--- src/rtl/iob_pkg.sv ---
// Shared types and default widths for the I/D memory arbiter.
package iob_pkg;

  localparam int unsigned DEF_AW   = 32;
  localparam int unsigned DEF_DW   = 32;
  localparam int unsigned DEF_TAGW = 11;

  typedef enum logic [1:0] {IDLE, ISSUE, WAIT, RESP} arb_state_e;
  typedef enum logic {SRC_I, SRC_D} arb_src_e;

endpackage

--- src/rtl/iob_arb_pick.sv ---
// I/D request priority with a starvation counter that forces an I grant
// after STARVE_LIMIT consecutive D grants while I is waiting.
module iob_arb_pick #(
  parameter int unsigned STARVE_LIMIT = 4
) (
  input  logic clk,
  input  logic rst,
  input  logic i_idle,
  input  logic i_ireq,
  input  logic i_dreq,
  output logic o_grant_i,
  output logic o_grant_d
);

  localparam int unsigned CW = $clog2(STARVE_LIMIT + 1);
  localparam logic [CW-1:0] LIMIT = CW'(STARVE_LIMIT);

  logic [CW-1:0] r_cnt;
  logic [CW-1:0] w_cnt_next;
  logic          w_i_first;

  assign w_i_first = i_ireq && (r_cnt == LIMIT);
  assign o_grant_d = i_idle && i_dreq && !w_i_first;
  assign o_grant_i = i_idle && i_ireq && !o_grant_d;

  // The counter only moves in IDLE, where grants are decided.
  always_comb begin
    w_cnt_next = r_cnt;
    if (i_idle) begin
      if (!i_ireq || o_grant_i) begin
        w_cnt_next = '0;
      end else if (o_grant_d && (r_cnt != LIMIT)) begin
        w_cnt_next = r_cnt + CW'(1);
      end
    end
  end

  always_ff @(posedge clk or posedge rst) begin
    if (rst) begin
      r_cnt <= '0;
    end else begin
      r_cnt <= w_cnt_next;
    end
  end

endmodule

--- src/rtl/iob_mem_arbiter.sv ---
// Shares one req/gnt memory port between I-fetch and D interfaces, one transaction
// outstanding. Define IOB_ARB_TIMEOUT_EN to enable the WAIT-state watchdog.
module iob_mem_arbiter
  import iob_pkg::*;
#(
  parameter int unsigned AW           = DEF_AW,
  parameter int unsigned DW           = DEF_DW,
  parameter int unsigned TAGW         = DEF_TAGW,
  parameter int unsigned STARVE_LIMIT = 4,
  parameter int unsigned TIMEOUT_CYC  = 256
) (
  input  logic            clk,
  input  logic            rst,
  input  logic            i_ren,
  input  logic [AW-1:0]   i_addr,
  output logic            i_accept,
  output logic            i_val,
  output logic [DW-1:0]   i_rdata,
  output logic [AW-1:0]   i_pc,
  output logic            i_error,
  input  logic            d_ren,
  input  logic [3:0]      d_wen,
  input  logic [AW-1:0]   d_addr,
  input  logic [DW-1:0]   d_wdata,
  input  logic [TAGW-1:0] d_req_tag,
  output logic            d_accept,
  output logic            d_val,
  output logic [DW-1:0]   d_rdata,
  output logic [TAGW-1:0] d_resp_tag,
  output logic            d_error,
  output logic            mem_req,
  output logic [3:0]      mem_we,
  output logic [AW-1:0]   mem_addr,
  output logic [DW-1:0]   mem_wdata,
  input  logic            mem_gnt,
  input  logic            mem_rvalid,
  input  logic [DW-1:0]   mem_rdata,
  input  logic            mem_err
);

  arb_state_e      r_state, w_state_next;
  arb_src_e        r_src;
  logic [AW-1:0]   r_addr, r_pc;
  logic [DW-1:0]   r_wdata, r_rdata;
  logic [3:0]      r_we;
  logic [TAGW-1:0] r_tag, r_resp_tag;
  logic            r_err;
  logic            w_grant_i, w_grant_d, w_dreq, w_timeout, w_rsp_event;

  assign w_dreq = d_ren || (d_wen != 4'b0000);

  iob_arb_pick #(
    .STARVE_LIMIT(STARVE_LIMIT)
  ) u_pick (
    .clk      (clk),
    .rst      (rst),
    .i_idle   (r_state == IDLE),
    .i_ireq   (i_ren),
    .i_dreq   (w_dreq),
    .o_grant_i(w_grant_i),
    .o_grant_d(w_grant_d)
  );

`ifdef IOB_ARB_TIMEOUT_EN
  localparam int unsigned TW = (TIMEOUT_CYC > 1) ? $clog2(TIMEOUT_CYC) : 1;
  logic [TW-1:0] r_wait_cnt;

  always_ff @(posedge clk or posedge rst) begin
    if (rst) begin
      r_wait_cnt <= '0;
    end else if (r_state != WAIT) begin
      r_wait_cnt <= '0;
    end else begin
      r_wait_cnt <= r_wait_cnt + TW'(1);
    end
  end

  assign w_timeout = (r_state == WAIT) && !mem_rvalid && (r_wait_cnt == TW'(TIMEOUT_CYC - 1));
`else
  logic w_unused_timeout;
  assign w_unused_timeout = ^TIMEOUT_CYC;
  assign w_timeout        = 1'b0;
`endif

  // rvalid outside WAIT never reaches the response registers.
  assign w_rsp_event = (r_state == WAIT) && (mem_rvalid || w_timeout);

  always_comb begin
    w_state_next = r_state;
    unique case (r_state)
      IDLE:  if (w_grant_i || w_grant_d) w_state_next = ISSUE;
      ISSUE: if (mem_gnt) w_state_next = WAIT;
      WAIT:  if (w_rsp_event) w_state_next = RESP;
      RESP:  w_state_next = IDLE;
      default: w_state_next = IDLE;
    endcase
  end

  always_ff @(posedge clk or posedge rst) begin
    if (rst) begin
      r_state    <= IDLE;
      r_src      <= SRC_I;
      r_addr     <= '0;
      r_we       <= '0;
      r_wdata    <= '0;
      r_tag      <= '0;
      r_rdata    <= '0;
      r_err      <= 1'b0;
      r_pc       <= '0;
      r_resp_tag <= '0;
    end else begin
      r_state <= w_state_next;
      if (w_grant_i || w_grant_d) begin
        r_src   <= w_grant_d ? SRC_D : SRC_I;
        r_addr  <= w_grant_d ? d_addr : i_addr;
        r_we    <= w_grant_d ? d_wen : 4'b0000;
        r_wdata <= w_grant_d ? d_wdata : '0;
        if (w_grant_d) r_tag <= d_req_tag;
      end
      if (w_rsp_event) begin
        r_rdata <= (w_timeout || (r_we != 4'b0000)) ? '0 : mem_rdata;
        r_err   <= w_timeout ? 1'b1 : mem_err;
        if (r_src == SRC_I) begin
          r_pc <= r_addr;
        end else begin
          r_resp_tag <= r_tag;
        end
      end
    end
  end

  // Accepts are combinational, so gate them to keep every output low during reset.
  assign i_accept   = w_grant_i && !rst;
  assign d_accept   = w_grant_d && !rst;
  assign i_val      = (r_state == RESP) && (r_src == SRC_I);
  assign d_val      = (r_state == RESP) && (r_src == SRC_D);
  assign i_rdata    = r_rdata;
  assign d_rdata    = r_rdata;
  assign i_error    = r_err;
  assign d_error    = r_err;
  assign i_pc       = r_pc;
  assign d_resp_tag = r_resp_tag;
  assign mem_req    = (r_state == ISSUE);
  assign mem_we     = r_we;
  assign mem_addr   = r_addr;
  assign mem_wdata  = r_wdata;

endmodule

--- config.mk ---
export PLATFORM = sky130hd
export DESIGN_NAME = iob_mem_arbiter
export DESIGN_NICKNAME = d
export VERILOG_FILES = /design/src/rtl/iob_pkg.sv /design/src/rtl/iob_arb_pick.sv /design/src/rtl/iob_mem_arbiter.sv
export SDC_FILE = /design/constraint.sdc
export NUM_CORES = 1
export LEC_CHECK = 0
export BUFFER_PORTS_ARGS = -buffer_cell sky130_fd_sc_hd__buf_2
export CAP_MARGIN = 20
export CELL_PAD_IN_SITES_DETAIL_PLACEMENT = 0
export CELL_PAD_IN_SITES_GLOBAL_PLACEMENT = 1
export CORE_MARGIN = 2
export CORE_UTILIZATION = 30
export DETAILED_ROUTE_END_ITERATION = 12
export PLACE_DENSITY = 0.78
export RECOVER_POWER = 25
export SLEW_MARGIN = 10
export SYNTH_ARGS = -nofsm -noshare
export SYNTH_HDL_FRONTEND = slang
export SYNTH_SLANG_ARGS = --single-unit
--- constraint.sdc ---
create_clock -name clk -period 12.1 [get_ports clk]
set_input_delay 2.42 -clock clk [delete_from_list [all_inputs] [get_ports clk]]
set_output_delay 2.42 -clock clk [all_outputs]
set_load 0.02 [all_outputs]
==> impl_metrics.csv, run 1 <==
group,metric,value,unit
setup_path,reg2reg_depth,7,
cells_and_area,stdcell_area,0.008956,mm2
clocking,worstSkewPairLatency,0.42,ns
sta,fin_crit,6.457,ns
global_routing,grt_pass1_vias,5373,
clocking,numCtsBuffers,17,
setup_path,cp-end-kind,"primary output",
floorplanning,io_pins,332,
synth,synth_top_family_by_area,"multiplexers",
synth,ys_seq_area_share,60.15,%
hold_path,hold_class,"flop to flop",
sta,fin_tns_setup,0,ns
sta,fmax,154.9,MHz
placement,dpl.hpwl,13200,um
synth,synth_xor_area_share,0,%
setup_path,crit_path_max_fanout,49,
synth,synth_top_area_cell,"dfrtp_1",
setup_path,required,9.68,ns
sta,rsz0062_at_grt,"no",
pwr,ir_worst_vdd,0.1183,mV
clocking,clk_pin_slew_worst_paths,0.06,ns
synth,synth_compound_area_share,7.603,%
run,drv_cap,2,
global_routing,grt.overflow.total,0,
synth,syn_avg_cell_area,11.37,um2
detailed_routing,remaining_drc_errors,0,
synth,ys.flop_type,"dfrtp_1",
synth,synth_area,0.006698,mm2
floorplanning,die_x,153.4,um
setup_path,r2r_slack,8.92,ns
cells_and_area,fin_nets,1032,
floorplanning,core_area,0.02189,mm2
synth,syn-num-nets,746,
synth,synth_common_cells,"dfrtp_1, nand2_1, mux2_2",
clocking,postCtsHoldBufs,0,
global_routing,use_met1,18.45,%
synth,yosys.area_share.simple,11.97,%
synth,synth_mux_area_share,12.55,%
cells_and_area,diodes,0,
detailed_routing,dr.pass1.iters,6,
status,run_status,"finished with violations",
global_routing,grt.busiest_layer,"met2",
clocking,cts_tree,"done",
synth,ys_seq_elements,161,
synth,synthAdderAreaFrac,1.308,%
sta,finalHoldViolations,0,
synth,async_flop_share,100.0,%
placement,place_area,0.008381,mm2
clocking,cts_root_buf,"clkbuf_16",
synth,yosysWarnings,0,
synth,syn_inst,589,
detailed_routing,via_per_inst,4.598,
cells_and_area,utilization,40.91,%
detailed_routing,ant_nets,0,
synth,synthTopCellsByArea,"dfrtp_1, nand2_1, mux2_2",
sta,finalCritPeriodShare,53.36,%
global_routing,grt_usage,15.74,%
synth,synth_cell_types,30,
floorplanning,start_util,30.60,%
status,failed_checks,"capacitance limit, slew limit",
setup_path,endpoint,"d_accept",
setup_path,critical_path_class,"primary input to primary output",
floorplanning,die_area,0.02354,mm2
synth,synth_top_area_share,60.15,%
global_routing,antenna_found_initial,1,
clocking,clockBufferDepth,2,
pwr,p_leak,5.036,nW
placement,io_buffers,331,
floorplanning,rows,54,
global_routing,use_met2,27.55,%
global_routing,grt_max_degree,101,
setup_path,crit_start,"d_wen[2]",
placement,gp_congestion,0.7577,
sta,clock_skew,0.009910,ns
synth,synth_edf_count,0,
floorplanning,die_h,153.4,um
detailed_routing,post_drt_wl_per_cell,15.77,um
clocking,h-tree-depth,4,
sta,worst_pin_slew,4.389,ns
global_routing,grt_use_met3,4.962,%
clocking,post-cts-setup-buffers,0,
detailed_routing,dr_total_vias,5371,
setup_path,r2r-end,"d_rdata[21]$_DFFE_PP0P_",
setup_path,crit_arrival,4.04,ns
clocking,clock_sinks,161,
setup_path,critPathLaunchType,"primary input",
setup_path,timing.rr.start,"r_state[0]$_DFFE_PP0P_",
detailed_routing,finalWirelength,18420,um
synth,synth_most_common_cell,"dfrtp_1",
clocking,cts_resized,0,
sta,setup_violations,0,
sta,slew-limit-headroom,-194.2,%
cells_and_area,drive_gt1_share,46.28,%
cells_and_area,nFillCells,2207,
detailed_routing,drt_iter0_markers,190,
pwr,power_density,294.8,mW/mm2
sta,slew_violations,136,
global_routing,grt_pass1_wl,29320,um
cells_and_area,area_delta_synth_final,33.72,%
[cells by family (layout without fill, tap and decap cells)]
logic type | count (synthesis) | in the layout
AOI/OAI and AO/OA | 73 | 73
and+or+nand+nor | 192 | 192
adders and majority gates | 7 | 7
buffers and inverters | 78 | 377
DFF | 161 | 161
muxes | 78 | 78
[metrics by stage]
stage | std cells | hold slack [ns] | setup WS, ns | power (mW)
2_1_floorplan | 589 | 0.4417 | 5.332 | 1.753
3_3_place_gp | 1135 | 0.4552 | 5.598 | 2.107
3_5_place_dp | 1136 | 0.4586 | 5.615 | 2.132
4_1_cts | 1168 | 0.4761 | 5.616 | 2.685
5_1_grt | 1168 | 0.4861 | 5.572 | 2.827
6_report | 1168 | 0.4704 | 5.643 | 2.640
[cell type report]
cell class / instances / area, um2 / share of cell area, %
Tap cell: 280 / 350.3 / 3.912
Multi-Input combinational cell: 350 / 2255 / 25.17
Timing Repair Buffer: 337 / 1697 / 18.94
Clock inverter: 13 / 141.4 / 1.579
Inverter: 8 / 31.28 / 0.3493
Sequential cell: 161 / 4029 / 44.98
Clock buffer: 19 / 452.9 / 5.057
[critical path, stage by stage]
cell	delay (ns)
buf_2	0.15
or4_4	0.54
o211ai_1	0.18
buf_4	0.48
nor2_1	0.07
buf_2	0.17
[state kept, by name, summed over array words and instances, names as in the netlist, 3 cells and up]
| signal | cells |
|---|---|
| r_tag | 11 |
| mem_addr | 32 |
| mem_we | 4 |
| i_pc | 32 |
| d_rdata | 32 |
| u_pick.r_cnt | 3 |
| d_resp_tag | 11 |
| mem_wdata | 32 |
[placed cells by master, fill, tap and decap left out, drive strengths merged, types with 2 or more instances in the layout]
cell	n
a22o	32
o21ai	35
o22ai	2
clkinv	4
nand3	39
nor2	3
inv	15
mux2	45
ha	7
buf	329
nand2	141
clkbuf	27
dfrtp	161
and2	2
mux2i	33
or4	2
[report_power, final]
part | internal (mW) | total, mW | switching (mW)
sequential | 0.781 | 0.933 | 0.152
combinational | 0.424 | 1.16 | 0.741
clock | 0.304 | 0.543 | 0.239
[worst min path at each step]
stage,start,endpoint,cells past startpoint
CTS,r_tag[5]$_DFFE_PP0P_,r_tag[5]$_DFFE_PP0P_,2
detailed placement,r_tag[3]$_DFFE_PP0P_,r_tag[3]$_DFFE_PP0P_,2
floorplan,r_tag[0]$_DFFE_PP0P_,r_tag[0]$_DFFE_PP0P_,2
global route,r_tag[2]$_DFFE_PP0P_,r_tag[2]$_DFFE_PP0P_,2
global placement,r_tag[7]$_DFFE_PP0P_,r_tag[7]$_DFFE_PP0P_,2
finish,r_tag[6]$_DFFE_PP0P_,r_tag[6]$_DFFE_PP0P_,2
[layer usage]
metal  vias to the layer above  share of wire, %
met2                       229                50
met3                        21               7.8
met4                         2               2.0
met5                         -             0.098
met1                      2585                40
li1                       2534                 -
Note: power is estimated with default switching activity, not from simulation.
==> run 2: changes to the inputs <==
- PLACE_DENSITY: 0.78 -> 0.81
- clock period: 12.1 -> 5.4 ns (I/O delays scaled with it)
==> run 2 against run 1 <==
The run still ends with capacitance limit, slew limit left. Core utilization is 0.19 points higher. Die area stayed put. Clock power is 130% higher. Flip-flop and latch count stayed put. Final area is 0.47% higher. Critical path type unchanged. Largest cell class unchanged.
==> impl_metrics.csv, run 2 (synthesized netlist as in run 1, its figures left out) <==
group,metric,value,unit
pwr,clkPwrFrac,21.2,%
global_routing,grt.overflow.total,0,
cells_and_area,area_delta_synth_final,34.35,%
clocking,h-tree-depth,4,
setup_path,crit_path_max_fanout,52,
sta,finalCritPeriodShare,69.48,%
global_routing,grt_usage,15.60,%
cells_and_area,utilization,41.11,%
clocking,postCtsHoldBufs,0,
floorplanning,die_x,153.4,um
hold_path,hold_class,"flop to flop",
sta,rsz0062_at_grt,"no",
sta,fin_tns_setup,0,ns
floorplanning,io_pins,332,
cells_and_area,fin_nets,1034,
pwr,power_density,662.9,mW/mm2
sta,fin_crit,3.752,ns
detailed_routing,remaining_drc_errors,0,
cells_and_area,drive_gt1_share,47.02,%
cells_and_area,mostFrequentLayoutCells,"buf_2, dfrtp_1, nand2_1, mux2_2, nand3_1",
clocking,clk_pin_slew_worst_paths,0.06,ns
floorplanning,core_area,0.02189,mm2
cells_and_area,layout_commonest_cell,"buf_2",
detailed_routing,dr_total_vias,5379,
sta,slew-limit-headroom,-95.94,%
clocking,clock_sinks,161,
floorplanning,die_h,153.4,um
clocking,cts_root_buf,"clkbuf_16",
global_routing,grt_pass1_vias,5305,
placement,io_buffers,331,
setup_path,cp-end-kind,"primary output",
setup_path,critPathLaunchType,"primary input",
pwr,power,5.966,mW
sta,finalHoldViolations,0,
clocking,cts_tree,"done",
pwr,switching_share,42.14,%
setup_path,cpMaxStageDelayCell,"or4_4",
clocking,cts_resized,0,
setup_path,critPathBufInv,2,
placement,place_ws,1.623,ns
cells_and_area,nFillCells,2169,
global_routing,antenna_found_initial,1,
sta,worst_pin_slew,2.939,ns
sta,clock_skew,0.01210,ns
cells_and_area,stdcell_area,0.008999,mm2
run,drv_cap,2,
sta,setup_violations,0,
sta,fmax,266.5,MHz
pwr,p_switching,2.514,mW
setup_path,crit_path_cell_trace,"buf_2, or4_4, o211a_4, nor3_1, buf_2",
global_routing,grt_max_degree,63,
pwr,p_seq_share,34.8,%
status,run_status,"finished with violations",
clocking,numCtsBuffers,17,
detailed_routing,ant_nets,0,
sta,timing.final.ws_setup,1.648,ns
clocking,clockBufferDepth,2,
sta,slew_violations,100,
placement,place_area,0.008394,mm2
pwr,pwr-share-comb,44.0,%
setup_path,critPathTopFamily,"simple AND/OR/NAND/NOR gates",
pwr,power.internal,3.452,mW
detailed_routing,post_drt_wl_per_cell,16.01,um
setup_path,cp_slowest_stage_delay,0.56,ns
detailed_routing,finalWirelength,18720,um
floorplanning,start_util,30.60,%
cells_and_area,diodes,0,
pwr,p_leak,5.056,nW
status,failed_checks,"capacitance limit, slew limit",
setup_path,critical_path_class,"primary input to primary output",
pwr,ir_worst_vdd,0.2376,mV
floorplanning,rows,54,
setup_path,crit_top_cell,"buf_2",
placement,gp_congestion,0.7768,
clocking,worstSkewPairLatency,0.42,ns
setup_path,crit_arrival,2.67,ns
floorplanning,die_area,0.02354,mm2
setup_path,required,4.32,ns
clocking,post-cts-setup-buffers,0,
detailed_routing,via_per_inst,4.601,
placement,dpl.hpwl,13470,um
global_routing,grt_pass1_wl,29010,um
detailed_routing,dr.pass1.iters,4,
detailed_routing,drt_iter0_markers,272,
-- run 2: metrics by stage --
step / hold WS [ns] / instances
floorplan: 0.4417 / 589
global placement: 0.4537 / 1137
detailed placement: 0.4619 / 1138
CTS: 0.4764 / 1169
global route: 0.5066 / 1169
finish: 0.4700 / 1169
-- run 2: power groups by stage --
stage | Sequential, mW | Clock [mW] | Combinational, mW
after CTS | 2.08 | 1.30 | 2.67
after floorplan | 2.63 | 0 | 1.30
final | 2.08 | 1.26 | 2.63
after global placement | 2.08 | 0 | 2.63
after global routing | 2.16 | 1.36 | 2.86
after detailed placement | 2.10 | 0 | 2.67
-- run 2: final timing paths --
check | start | to | slack [ns] | depth (start not counted)
min | r_tag[2]$_DFFE_PP0P_ | r_tag[2]$_DFFE_PP0P_ | 0.47 | 2
min in group asynchronous | rst | mem_wdata[4]$_DFFE_PP0P_ | 0.65 | 2
max reg2reg | r_state[0]$_DFFE_PP0P_ | mem_addr[2]$_DFFE_PP0P_ | 2.94 | 5
max | d_wen[1] | i_accept | 1.65 | 5
min reg2reg | r_tag[2]$_DFFE_PP0P_ | r_tag[2]$_DFFE_PP0P_ | 0.47 | 2
max in group asynchronous | rst | d_rdata[26]$_DFFE_PP0P_ | 1.67 | 3
-- run 2: layout make-up --
cell class / instances / area [um2] / share of cell area, %
Clock buffer: 18 / 439.2 / 4.880
Clock inverter: 13 / 176.4 / 1.961
Inverter: 8 / 31.28 / 0.3476
Multi-Input combinational cell: 350 / 2257 / 25.08
Sequential cell: 161 / 4029 / 44.77
Tap cell: 280 / 350.3 / 3.893
Timing Repair Buffer: 339 / 1715 / 19.06
-- run 2: per-layer routing --
| layer | GRT usage, % | up-vias | part of all wire, % |
|---|---|---|---|
| met5 | 0 | - | 0.069 |
| met4 | 4.107 | 2 | 1.3 |
| met3 | 5.018 | 16 | 7.8 |
| met2 | 27.91 | 225 | 52 |
| met1 | 18.01 | 2590 | 39 |
| li1 | - | 2546 | - |
-- run 2: worst register-to-register path: stages (launching register included) --
cell	delay [ns]
dfrtp_1	0.40
inv_1	0.13
ha_1	0.34
o211a_4	0.60
buf_4	0.60
o21ai_0	0.24
==> run 3: changes to the inputs <==
- clock period: 5.4 -> 3 ns (I/O delays scaled with it)
==> run 3 against run 2 <==
The run now ends clean. Sequential share of layout area is 0.24 points lower. Combinational power is 82% higher. Register-to-register slack worse by 2.1 ns. Cell count is 0.17% higher. Clock skew is 0.0020 ns higher. First-iteration DRC count is 9.9% lower. Core utilization is 0.22 points higher. Setup slack worse by 1.1 ns. Critical path type unchanged.
==> impl_metrics.csv, run 3 (synthesized netlist as in run 1, its figures left out) <==
group,metric,value,unit
status,run_status,"completed",
floorplanning,die_area,0.02354,mm2
pwr,power,10.86,mW
placement,dpl.hpwl,13370,um
cells_and_area,fin_nets,1034,
sta,fmax,402.5,MHz
setup_path,cp-end-kind,"primary output",
global_routing,grt_usage,15.88,%
global_routing,grt_use_met3,4.565,%
detailed_routing,drt_iter0_markers,245,
global_routing,grt.overflow.total,0,
detailed_routing,via_per_inst,4.583,
cells_and_area,area_delta_synth_final,35.08,%
run,drv_cap,0,
setup_path,cpMaxStageDelayCell,"or4_4",
sta,clock_skew,0.01405,ns
setup_path,crit_path_max_fanout,3,
placement,io_buffers,331,
sta,slew_violations,0,
setup_path,crit_arrival,1.88,ns
global_routing,use_met1,19.67,%
clocking,cts_resized,0,
floorplanning,die_h,153.4,um
clocking,postCtsHoldBufs,0,
placement,gp_congestion,0.7580,
cells_and_area,layout_commonest_cell,"buf_2",
clocking,h-tree-depth,4,
sta,rsz0062_at_grt,"no",
sta,fin_tns_setup,0,ns
global_routing,grt.busiest_layer,"met2",
detailed_routing,finalWirelength,19040,um
setup_path,required,2.40,ns
detailed_routing,dr_total_vias,5367,
sta,worst_pin_slew,1.231,ns
floorplanning,start_util,30.60,%
cells_and_area,mostFrequentLayoutCells,"buf_2, dfrtp_1, nand2_1, mux2_2, nand3_1",
clocking,cts_root_buf,"clkbuf_16",
global_routing,grt_pass1_wl,29480,um
sta,finalCritPeriodShare,82.82,%
pwr,ir_worst_vdd,0.5980,mV
detailed_routing,post_drt_wl_per_cell,16.26,um
sta,setup_violations,0,
setup_path,critPathLaunchType,"primary input",
clocking,cts_tree,"done",
sta,fin_crit,2.484,ns
clocking,worstSkewPairLatency,0.42,ns
floorplanning,core_area,0.02189,mm2
detailed_routing,remaining_drc_errors,0,
global_routing,grt_max_degree,113,
pwr,power_density,1201,mW/mm2
clocking,clock_sinks,161,
clocking,clk_pin_slew_worst_paths,0.08,ns
setup_path,critical_path_class,"primary input to primary output",
clocking,numCtsBuffers,17,
setup_path,crit_path_cell_trace,"buf_2, or4_4, o211a_4, nor3_1, buf_2",
detailed_routing,ant_nets,0,
setup_path,cp_slowest_stage_delay,0.55,ns
global_routing,antenna_found_initial,2,
setup_path,crit_top_cell,"buf_2",
clocking,clockBufferDepth,2,
detailed_routing,dr.pass1.iters,4,
hold_path,hold_class,"primary input to flop",
global_routing,grt_pass1_vias,5273,
sta,slew-limit-headroom,17.92,%
setup_path,r2r_slack,0.89,ns
placement,place_area,0.008457,mm2
pwr,p_leak,5.091,nW
cells_and_area,drive_gt1_share,47.30,%
global_routing,use_met2,26.98,%
cells_and_area,utilization,41.33,%
sta,finalHoldViolations,0,
floorplanning,die_x,153.4,um
cells_and_area,nFillCells,2169,
clocking,post-cts-setup-buffers,0,
floorplanning,io_pins,332,
floorplanning,rows,54,
cells_and_area,stdcell_area,0.009047,mm2
run 3: cell count changes in the layout (fill, tap and decap cells not counted), moves of 2 or more:
cell and delta:
clkbuf_2 +3, buf_4 -3, buf_12 +2, inv_8 +5
clkinvlp_4 -3, clkinv_8 +3, clkbuf_1 -2
run 3: cell type report:
cell class,instances,area [um2],area share (%)
diodes,1,2.502,0.02766
clock buffers,17,425.4,4.702
clock inverters,15,211.5,2.337
inverters,8,31.28,0.3457
multi-input cells,350,2257,24.95
flip-flops and latches,161,4029,44.53
well taps,280,350.3,3.872
repair buffers,339,1740,19.24
run 3: per-stage QoR:
| step | worst slack (ns) | instances | hold WS (ns) |
|---|---|---|---|
| after detailed placement | 0.5125 | 1138 | 0.4600 |
| after global placement | 0.5223 | 1137 | 0.4563 |
| after CTS | 0.5131 | 1170 | 0.2838 |
| final | 0.5155 | 1171 | 0.3683 |
| after global routing | 0.4054 | 1171 | 0.3530 |
| after floorplan | 0.1899 | 589 | 0.4417 |
run 3: path summary, 6_finish.rpt:
check                                  startpoint                       end  cells past startpoint
min reg2reg                  r_tag[5]$_DFFE_PP0P_      r_tag[5]$_DFFE_PP0P_                      2
max                                      d_wen[1]                  i_accept                      5
max in group asynchronous                     rst   d_rdata[26]$_DFFE_PP0P_                      3
min in group asynchronous                     rst  mem_wdata[0]$_DFFE_PP0P_                      2
max reg2reg                r_state[0]$_DFFE_PP0P_       i_pc[2]$_DFFE_PP0P_                      5
min                                    d_wdata[3]  mem_wdata[3]$_DFFE_PP0P_                      3
run 3: report_power, final:
| group | switching [mW] | internal (mW) | total (mW) |
|---|---|---|---|
| Clock | 1.03 | 1.29 | 2.32 |
| Combinational | 3.03 | 1.75 | 4.78 |
| Sequential | 0.612 | 3.15 | 3.76 |
run 3: worst max-delay path: cells and delay by family:
kind | cells | cell delay, ns
AND/OR/NAND/NOR | 2 | 0.72
buffers and inverters | 2 | 0.30
AO/OA/AOI/OAI | 1 | 0.26
run 3: layer usage:
layer	vias to the layer above	share of wire, %
met3	24	7.1
met4	2	1.8
met1	2568	41
met2	229	50
met5	-	0.068
li1	2544	-
